`src/rtl/uart_program_loader_if.sv`:
```
// -----------------------------------------------------------------------------
// uart_program_loader_if
//   Bundles the byte-receive strobe, the instruction-memory write port and
//   the load status of uart_program_loader.
//
//   Handshake semantics: rx_valid is a one-cycle strobe qualifying rx_data.
//   There is no ready/backpressure; the loader accepts or ignores every byte
//   on the cycle it is presented. wr_en is likewise a one-cycle strobe
//   qualifying wr_addr/wr_data; the memory must accept it unconditionally.
//
//   Modports:
//     master : the loader (consumes rx_*, drives wr_*, status, state_dbg)
//     slave  : the environment (drives rx_*, observes everything else)
//
//   state_dbg exposes the loader FSM encoding for observation only.
// -----------------------------------------------------------------------------
interface uart_program_loader_if #(
  parameter int ADDR_W = 5
);
  logic              rx_valid;
  logic [7:0]        rx_data;
  logic              wr_en;
  logic [ADDR_W-1:0] wr_addr;
  logic [15:0]       wr_data;
  logic              load_done;
  logic              load_error;
  logic [2:0]        state_dbg;

  modport master (
    input  rx_valid, rx_data,
    output wr_en, wr_addr, wr_data, load_done, load_error, state_dbg
  );

  modport slave (
    output rx_valid, rx_data,
    input  wr_en, wr_addr, wr_data, load_done, load_error, state_dbg
  );
endinterface

```
`src/rtl/uart_program_loader.sv`:
```
// -----------------------------------------------------------------------------
// uart_program_loader
//   Framed program loader between a UART byte receiver and instruction memory.
//   Frame: SYNC_BYTE, word count N (1..DEPTH), N big-endian 16-bit words,
//   checksum byte C such that (N + all payload bytes + C) mod 256 == 0.
//
//   Ports:
//     CLK    : system clock
//     RST_N  : asynchronous active-low reset
//     bus    : uart_program_loader_if.master
//              rx_valid/rx_data  byte strobe from the receiver
//              wr_en/wr_addr/wr_data  one-cycle instruction write port
//              load_done   sticky, program loaded with good checksum
//              load_error  last frame failed (count, checksum, timeout)
//              state_dbg   current FSM state
//
//   Optional feature (macro LOADER_ZERO_FILL_EN): after a good checksum with
//   N < DEPTH, the remaining addresses N..DEPTH-1 are written with 16'h0000,
//   one per cycle, before load_done asserts.
// -----------------------------------------------------------------------------
module uart_program_loader #(
  parameter int          ADDR_W         = 5,
  parameter logic [7:0]  SYNC_BYTE      = 8'hA5,
  parameter int          TIMEOUT_CYCLES = 1_000_000
) (
  input  logic                   CLK,
  input  logic                   RST_N,
  uart_program_loader_if.master  bus
);

  localparam int DEPTH = 2 ** ADDR_W;
  // Index is one bit wider than the address so count == DEPTH terminates.
  localparam int IW    = ADDR_W + 1;
  localparam int TW    = (TIMEOUT_CYCLES > 1) ? $clog2(TIMEOUT_CYCLES + 1) : 1;
  localparam logic [TW-1:0] TMO_LIMIT = TW'(TIMEOUT_CYCLES - 1);

  typedef enum logic [2:0] {
    IDLE    = 3'd0,
    COUNT   = 3'd1,
    DATA_HI = 3'd2,
    DATA_LO = 3'd3,
    CHECK   = 3'd4,
    DONE    = 3'd5
`ifdef LOADER_ZERO_FILL_EN
    , FILL  = 3'd6
`endif
  } state_t;

  state_t            state_q, state_d;
  logic [IW-1:0]     cnt_q, cnt_d;
  logic [IW-1:0]     idx_q, idx_d;
  logic [7:0]        hi_q, hi_d;
  logic [7:0]        acc_q, acc_d;
  logic [TW-1:0]     tmo_q, tmo_d;
  logic              wr_en_q, wr_en_d;
  logic [ADDR_W-1:0] wr_addr_q, wr_addr_d;
  logic [15:0]       wr_data_q, wr_data_d;
  logic              load_done_q, load_done_d;
  logic              load_error_q, load_error_d;

  logic [7:0]        sum;
  logic              in_frame;

  always_comb begin
    state_d      = state_q;
    cnt_d        = cnt_q;
    idx_d        = idx_q;
    hi_d         = hi_q;
    acc_d        = acc_q;
    tmo_d        = '0;
    wr_en_d      = 1'b0;
    wr_addr_d    = wr_addr_q;
    wr_data_d    = wr_data_q;
    load_done_d  = load_done_q;
    load_error_d = load_error_q;

    sum      = acc_q + bus.rx_data;
    in_frame = (state_q == COUNT) || (state_q == DATA_HI) ||
               (state_q == DATA_LO) || (state_q == CHECK);

    // Inter-byte timeout. A byte on the firing cycle wins: the timeout
    // branch only runs when rx_valid is low, and tmo_d defaults to 0.
    if (in_frame && !bus.rx_valid) begin
      if (tmo_q == TMO_LIMIT) begin
        load_error_d = 1'b1;
        state_d      = IDLE;
      end else begin
        tmo_d = tmo_q + TW'(1);
      end
    end

    case (state_q)
      IDLE: begin
        if (bus.rx_valid && (bus.rx_data == SYNC_BYTE)) begin
          state_d      = COUNT;
          load_error_d = 1'b0;
          acc_d        = '0;
          idx_d        = '0;
          wr_addr_d    = '0;
        end
      end
      COUNT: begin
        if (bus.rx_valid) begin
          if ((bus.rx_data != 8'd0) && (int'(bus.rx_data) <= DEPTH)) begin
            cnt_d   = IW'(bus.rx_data);
            acc_d   = bus.rx_data;
            state_d = DATA_HI;
          end else begin
            load_error_d = 1'b1;
            state_d      = IDLE;
          end
        end
      end
      DATA_HI: begin
        if (bus.rx_valid) begin
          hi_d    = bus.rx_data;
          acc_d   = sum;
          state_d = DATA_LO;
        end
      end
      DATA_LO: begin
        if (bus.rx_valid) begin
          acc_d     = sum;
          wr_en_d   = 1'b1;
          wr_addr_d = idx_q[ADDR_W-1:0];
          wr_data_d = {hi_q, bus.rx_data};
          idx_d     = idx_q + IW'(1);
          state_d   = ((idx_q + IW'(1)) == cnt_q) ? CHECK : DATA_HI;
        end
      end
      CHECK: begin
        if (bus.rx_valid) begin
          if (sum == 8'd0) begin
`ifdef LOADER_ZERO_FILL_EN
            if (idx_q < IW'(DEPTH)) begin
              state_d = FILL;
            end else begin
              state_d     = DONE;
              load_done_d = 1'b1;
            end
`else
            state_d     = DONE;
            load_done_d = 1'b1;
`endif
          end else begin
            load_error_d = 1'b1;
            state_d      = IDLE;
          end
        end
      end
`ifdef LOADER_ZERO_FILL_EN
      FILL: begin
        wr_en_d   = 1'b1;
        wr_addr_d = idx_q[ADDR_W-1:0];
        wr_data_d = 16'h0000;
        idx_d     = idx_q + IW'(1);
        // load_done is raised from DONE, one cycle after the last fill write.
        if (idx_q == IW'(DEPTH - 1)) state_d = DONE;
      end
`endif
      DONE: begin
        load_done_d = 1'b1;
      end
      default: state_d = IDLE;
    endcase
  end

  always_ff @(posedge CLK or negedge RST_N) begin
    if (!RST_N) begin
      state_q      <= IDLE;
      cnt_q        <= '0;
      idx_q        <= '0;
      hi_q         <= '0;
      acc_q        <= '0;
      tmo_q        <= '0;
      wr_en_q      <= 1'b0;
      wr_addr_q    <= '0;
      wr_data_q    <= '0;
      load_done_q  <= 1'b0;
      load_error_q <= 1'b0;
    end else begin
      state_q      <= state_d;
      cnt_q        <= cnt_d;
      idx_q        <= idx_d;
      hi_q         <= hi_d;
      acc_q        <= acc_d;
      tmo_q        <= tmo_d;
      wr_en_q      <= wr_en_d;
      wr_addr_q    <= wr_addr_d;
      wr_data_q    <= wr_data_d;
      load_done_q  <= load_done_d;
      load_error_q <= load_error_d;
    end
  end

  assign bus.wr_en      = wr_en_q;
  assign bus.wr_addr    = wr_addr_q;
  assign bus.wr_data    = wr_data_q;
  assign bus.load_done  = load_done_q;
  assign bus.load_error = load_error_q;
  assign bus.state_dbg  = state_q;

endmodule
```
`src/flat_wrapper.sv`:
```
// flat-port wrapper written by rule: the top's interface ports become plain ports
module uart_program_loader_flat 
#(
  parameter int          ADDR_W         = 5,
  parameter logic [7:0]  SYNC_BYTE      = 8'hA5,
  parameter int          TIMEOUT_CYCLES = 1_000_000
)
  (CLK, RST_N, bus_rx_valid, bus_rx_data, bus_wr_en, bus_wr_addr, bus_wr_data, bus_load_done, bus_load_error, bus_state_dbg);
  uart_program_loader_if #(.ADDR_W(ADDR_W)) bus_i ();
  input  logic CLK;
  input  logic RST_N;
  input wire logic [$bits(bus_i.rx_valid)-1:0] bus_rx_valid;
  input wire logic [$bits(bus_i.rx_data)-1:0] bus_rx_data;
  output wire logic [$bits(bus_i.wr_en)-1:0] bus_wr_en;
  output wire logic [$bits(bus_i.wr_addr)-1:0] bus_wr_addr;
  output wire logic [$bits(bus_i.wr_data)-1:0] bus_wr_data;
  output wire logic [$bits(bus_i.load_done)-1:0] bus_load_done;
  output wire logic [$bits(bus_i.load_error)-1:0] bus_load_error;
  output wire logic [$bits(bus_i.state_dbg)-1:0] bus_state_dbg;
  assign bus_i.rx_valid = bus_rx_valid;
  assign bus_i.rx_data = bus_rx_data;
  assign bus_wr_en = bus_i.wr_en;
  assign bus_wr_addr = bus_i.wr_addr;
  assign bus_wr_data = bus_i.wr_data;
  assign bus_load_done = bus_i.load_done;
  assign bus_load_error = bus_i.load_error;
  assign bus_state_dbg = bus_i.state_dbg;
  uart_program_loader #(.ADDR_W(ADDR_W), .SYNC_BYTE(SYNC_BYTE), .TIMEOUT_CYCLES(TIMEOUT_CYCLES)) u_core (.CLK(CLK), .RST_N(RST_N), .bus(bus_i));
endmodule
```
`config.mk`:
```
export PLATFORM = sky130hd
export DESIGN_NAME = uart_program_loader_flat
export DESIGN_NICKNAME = d
export VERILOG_FILES = /design/src/rtl/uart_program_loader_if.sv /design/src/rtl/uart_program_loader.sv /design/src/flat_wrapper.sv
export SDC_FILE = /design/constraint.sdc
export NUM_CORES = 1
export LEC_CHECK = 0
export ABC_CLOCK_PERIOD_IN_PS = 2380
export CAP_MARGIN = 20
export CORE_MARGIN = 10
export CORE_UTILIZATION = 35
export DETAILED_ROUTE_END_ITERATION = 6
export GPL_TIMING_DRIVEN = 0
export PLACE_DENSITY_LB_ADDON = 0.3
export SYNTH_ARGS = -nofsm -noshare
export SYNTH_HDL_FRONTEND = slang
export SYNTH_SLANG_ARGS = --single-unit
export TNS_END_PERCENT = 100
```
`constraint.sdc`:
```
create_clock -name CLK -period 2.38 [get_ports CLK]
set_input_delay 0.476 -clock CLK [delete_from_list [all_inputs] [get_ports CLK]]
set_output_delay 0.476 -clock CLK [all_outputs]
set_load 0.03 [all_outputs]
```
After elaboration in Yosys (flattened, before gate mapping)
Index checks and enable logic that the tools add are counted.

Add/sub/neg operators: 3. Eq/ne operators: 15. Mux-type cells: 37. Reduce and logical (&&, ||, !) cells: 20. Order comparisons: 1.

Operators with widths (number): $mux W20 (2); $mux W8 (4); $mux W3 (9); $pmux W8 S3 (1); $add A20 B1 Y20 const B (1); $eq A20 B20 Y1 const B (1); $pmux W3 S6 (1); $mux W6 (2); $pmux W6 S2 (1); $mux W1 (11); $mux W5 (2); $ne A2 B2 Y1 const B (5); $pmux W5 S2 (1); $reduce_and A3 Y1 (3); $add A8 B8 Y8 (1); $eq A8 B8 Y1 const B (1); $le A8 B6 Y1 const B (1); $logic_not A8 Y1 (1); $reduce_bool A8 Y1 (1); $add A6 B1 Y6 const B (1); $eq A3 B2 Y1 const B (2); $eq A3 B3 Y1 const B (2); $eq A6 B6 Y1 (1); $reduce_and A5 Y1 (1); other kinds (13) (20).

Bits in registers: 75. Input bits: 11.

Longest topological paths before layout
Depth in word-level cells: 9. Gate-level depth with buffers: 8. Gate-level depth less buffers: 7.

Worst setup path after synthesis
Ideal clock, no wire load.

Path type: input to register. Start point: input bus_rx_data[0]. End point: register u_core.load_done_q (netlist: u_core.bus.load_done). Path slack: -0.089 ns. Data arrival time: 2.343 ns. Data required time: 2.254 ns. Cell stages on the path: 7. Path buffers: 0. Cells stage by stage: ha_1 fa_1 a211o_1 a2111oi_0 or3_1 nor3_1 a221o_1.

Word-level cells in the longest chain between the ends: 4.

Ends and longest elaborated chain: start, declared (RTL line flat_wrapper.sv:13) `input wire logic [$bits(bus_i.rx_data)-1:0] bus_rx_data;`; $add A8 B8 Y8 (RTL line uart_program_loader.sv:77) `sum = acc_q + bus.rx_data;`; $logic_not A8 Y1 (RTL line uart_program_loader.sv:133) `if (sum == 8'd0) begin`; $ne A2 B2 Y1 (no line); $reduce_and A3 Y1 (no line); end signal, assigned (RTL line uart_program_loader.sv:191) `load_done_q <= load_done_d;`; end, declared (RTL line uart_program_loader.sv:58) `logic load_done_q, load_done_d;`.

Every way passes these cells. A chain may end at the register's enable or synchronous reset.

Final worst setup path
Same ends and word-level chain as after synthesis.

==> metrics.cfg <==
[hold_path]
worstHoldStart=u_core.hi_q[2]$_DFFE_PN0P_
min_path_type=flop to flop
hold_depth=2
min_to=u_core.bus.wr_data[10]$_DFFE_PN0P_

[die]
pin_count=38
die_x_um=126
initial_core_util=0.360
die_area_um2=15800
num_rows=38
core-area_um2=10900
fp.dieH_um=126

[finish]
final_cell_mix=dfrtp_1, nand2_1, clkdlybuf4s50_1
final_common_cell=dfrtp_1
nFillCells=1050
syn2layout_area_growth_pct=23.1
fin_nets=464
layout-drive-gt1-share=0.161
final_util=0.443
antenna-diode-count=0

[power_and_ir_drop]
clkPwrFrac=0.322
p_int_w=0.00202
swShare=0.291
share_comb_of_total_power=0.193
p_leak_nw=2.08
vdd.ir_drop.worst_mv=0.337
seqPwrFrac=0.485
powerDensity_nw_per_um2=590
switching_power_w=0.000827

[sta]
finalCriticalPeriod_ps=2370
worstMarginPinSlew_ps=654
slew_violations=0
fin_tns_setup_ps=0
min_period_over_period=0.996
setup_viol=0
fmax_mhz=422
slew_headroom=0.561
rsz0062_at_grt=yes
finalHoldViolCount=0
fin_skew_ps=9.76

[logic_synthesis]
synth.largest_area_cell=dfrtp_1
synth-seq-area-share=0.479
synthDistinctLibCells=60
synth_top_area_frac=0.479
ys_warn_count=0
syn_area_um2=3920
ys.flop_type=dfrtp_1
avgSynthCellArea_um2=10.0
synth_edf_count=0
synth_cells=392
syn-num-nets=413
ys_ff_latch=75
synthArstFlopShare=1.00
yosys-top-cells-area=dfrtp_1, nand2_1, mux2_2, xnor2_1, ha_1

[worst_setup_path]
r2r_end=u_core.bus.load_done$_DFFE_PN0P_
critPathMaxFanout=7
required_ps=2610
cp.arrival_ps=2610
reg2reg_depth=7
crit_type=primary input to flop
r2r_slack_ps=30
regToRegStartpoint=u_core.acc_q[0]$_DFFE_PN0P_
cp-end-kind=flop
startpoint_type=primary input

[detailed_routing]
drc=0
wirelength_mm=9.15
wl_per_cell_um=15.6
dr.pass1.iters=4
drt_iter0_drc=185
antenna_left=0
vias=3057
vias_per_cell=5.20

[global_route]
grt.total_usage=0.116
globalRoute.totalOverflow=0
grt_max_degree=57
grt_pass1_vias=3162
grt_pass1_wl_mm=15.6
grt_antenna_before_repair=0

[placed_design]
routabilityCongestion=0.848
dp_hpwl_mm=6.71
port_buffers=37

[clock_tree]
cts_tree=yes
cts_root_buf=clkbuf_8
clkTransAtPathRegs_ps=80
cts_max_level=3
clk_latency_ps=350
clock_path_buffers=2
cts_sinks=75
numCtsBuffers=9

[status]
status=finished, final reports clean

[run]
maxCapViolations=0

layer usage:
metal / vias up / track usage / routed length [um]
li1: 1501 / - / -
met1: 1501 / 0.145 / 4290
met2: 45 / 0.184 / 4330
met3: 10 / 0.0403 / 391
met4: 0 / 0.0375 / 138
met5: - / 0 / 0
stage by stage:
| stage | cells | cell area, um2 | worst slack [ps] | hold slack (ps) | total power, W |
|---|---|---|---|---|---|
| after floorplan | 392 | 3930 | 15.4 | 180 | 0.00172 |
| after global placement | 569 | 4480 | -1790 | 451 | 0.00186 |
| after detailed placement | 570 | 4500 | -902 | 380 | 0.00188 |
| after CTS | 587 | 4750 | 4.16 | 473 | 0.00284 |
| after global routing | 588 | 4820 | -29.6 | 512 | 0.00301 |
| final | 588 | 4820 | 9.21 | 466 | 0.00285 |
sequential cells by signal (all words and copies together) (netlist names):
signal,count
u_core.bus.wr_addr,5
u_core.bus.wr_data,16
u_core.bus.load_done,1
u_core.idx_q,6
u_core.bus.load_error,1
u_core.bus.state_dbg,3
u_core.cnt_q,6
u_core.tmo_q,20
u_core.acc_q,8
u_core.bus.wr_en,1
u_core.hi_q,8
worst max-delay path: stages:
cell	delay, ps
clkdlybuf4s15_2	280
ha_4	210
fa_2	360
a211o_1	340
a2111oi_4	350
or3_4	200
nor3_1	40
a221o_1	330
worst max path at each step:
stage | start | endpoint | slack, ps
global placement | RST_N | u_core.tmo_q[10]$_DFF_PN0_ | -1790
CTS | bus_rx_data[0] | u_core.bus.state_dbg[2]$_DFF_PN0_ | 4
finish | bus_rx_data[0] | u_core.bus.load_done$_DFFE_PN0P_ | 9
detailed placement | bus_rx_data[0] | u_core.bus.state_dbg[2]$_DFF_PN0_ | -900
floorplan | bus_rx_data[0] | u_core.bus.load_done$_DFFE_PN0P_ | 20
global route | u_core.acc_q[0]$_DFFE_PN0P_ | u_core.bus.load_done$_DFFE_PN0P_ | -30
cell usage after synthesis, drive strengths merged, types with 2 or more instances:
cell type / count
a2111oi: 3
a211o: 2
a211oi: 3
a21oi: 8
a221o: 4
a221oi: 3
a22o: 9
a32oi: 3
and2: 2
and3: 4
and4: 3
buf: 8
clkbuf: 5
clkinv: 2
dfrtp: 75
ha: 9
inv: 13
mux2: 19
mux2i: 3
nand2: 69
nand3: 11
nand4: 4
nor2: 30
nor2b: 4
nor3: 15
nor3b: 2
nor4: 5
nor4b: 2
o21a: 3
o21ai: 17
o21bai: 3
or3: 8
or4: 2
xnor2: 17
xor2: 9
logic make-up after synthesis:
kind of cell,share of synthesized area
DFF,0.479
buffers and inverters,0.0338
adders and majority gates,0.0338
AOI/OAI and AO/OA,0.123
muxes,0.0670
xor gates and xnor gates,0.0581
and+or+nand+nor,0.206
repair_timing:
item                                   4_1_cts  5_1_grt
hold buffers                                 1        0
setup buffers                                0        1
endpoints found under the hold margin       19        0
gates resized for setup                     21        9
pin swaps                                    2        2
setup endpoints to repair                   16       25
power by group through the flow:
stage / logic [W] / registers, W / clock network [W]
4_1_cts: 0.000505 / 0.00138 / 0.000950
6_report: 0.000549 / 0.00138 / 0.000915
3_5_place_dp: 0.000477 / 0.00141 / 0
3_3_place_gp: 0.000452 / 0.00140 / 0
2_1_floorplan: 0.000312 / 0.00141 / 0
5_1_grt: 0.000601 / 0.00139 / 0.00101
layout make-up:
| cell class | count | area (um2) | share of cell area |
|---|---|---|---|
| plain buffers | 13 | 76.3 | 0.0158 |
| well taps | 140 | 175 | 0.0363 |
| inverters | 15 | 56.3 | 0.0117 |
| clock inverters | 5 | 37.5 | 0.00778 |
| clock buffers | 11 | 151 | 0.0314 |
| repair buffers | 40 | 409 | 0.0848 |
| multi-input cells | 289 | 2040 | 0.423 |
| flip-flops and latches | 75 | 1880 | 0.389 |
(Power assumes the default switching activity.)
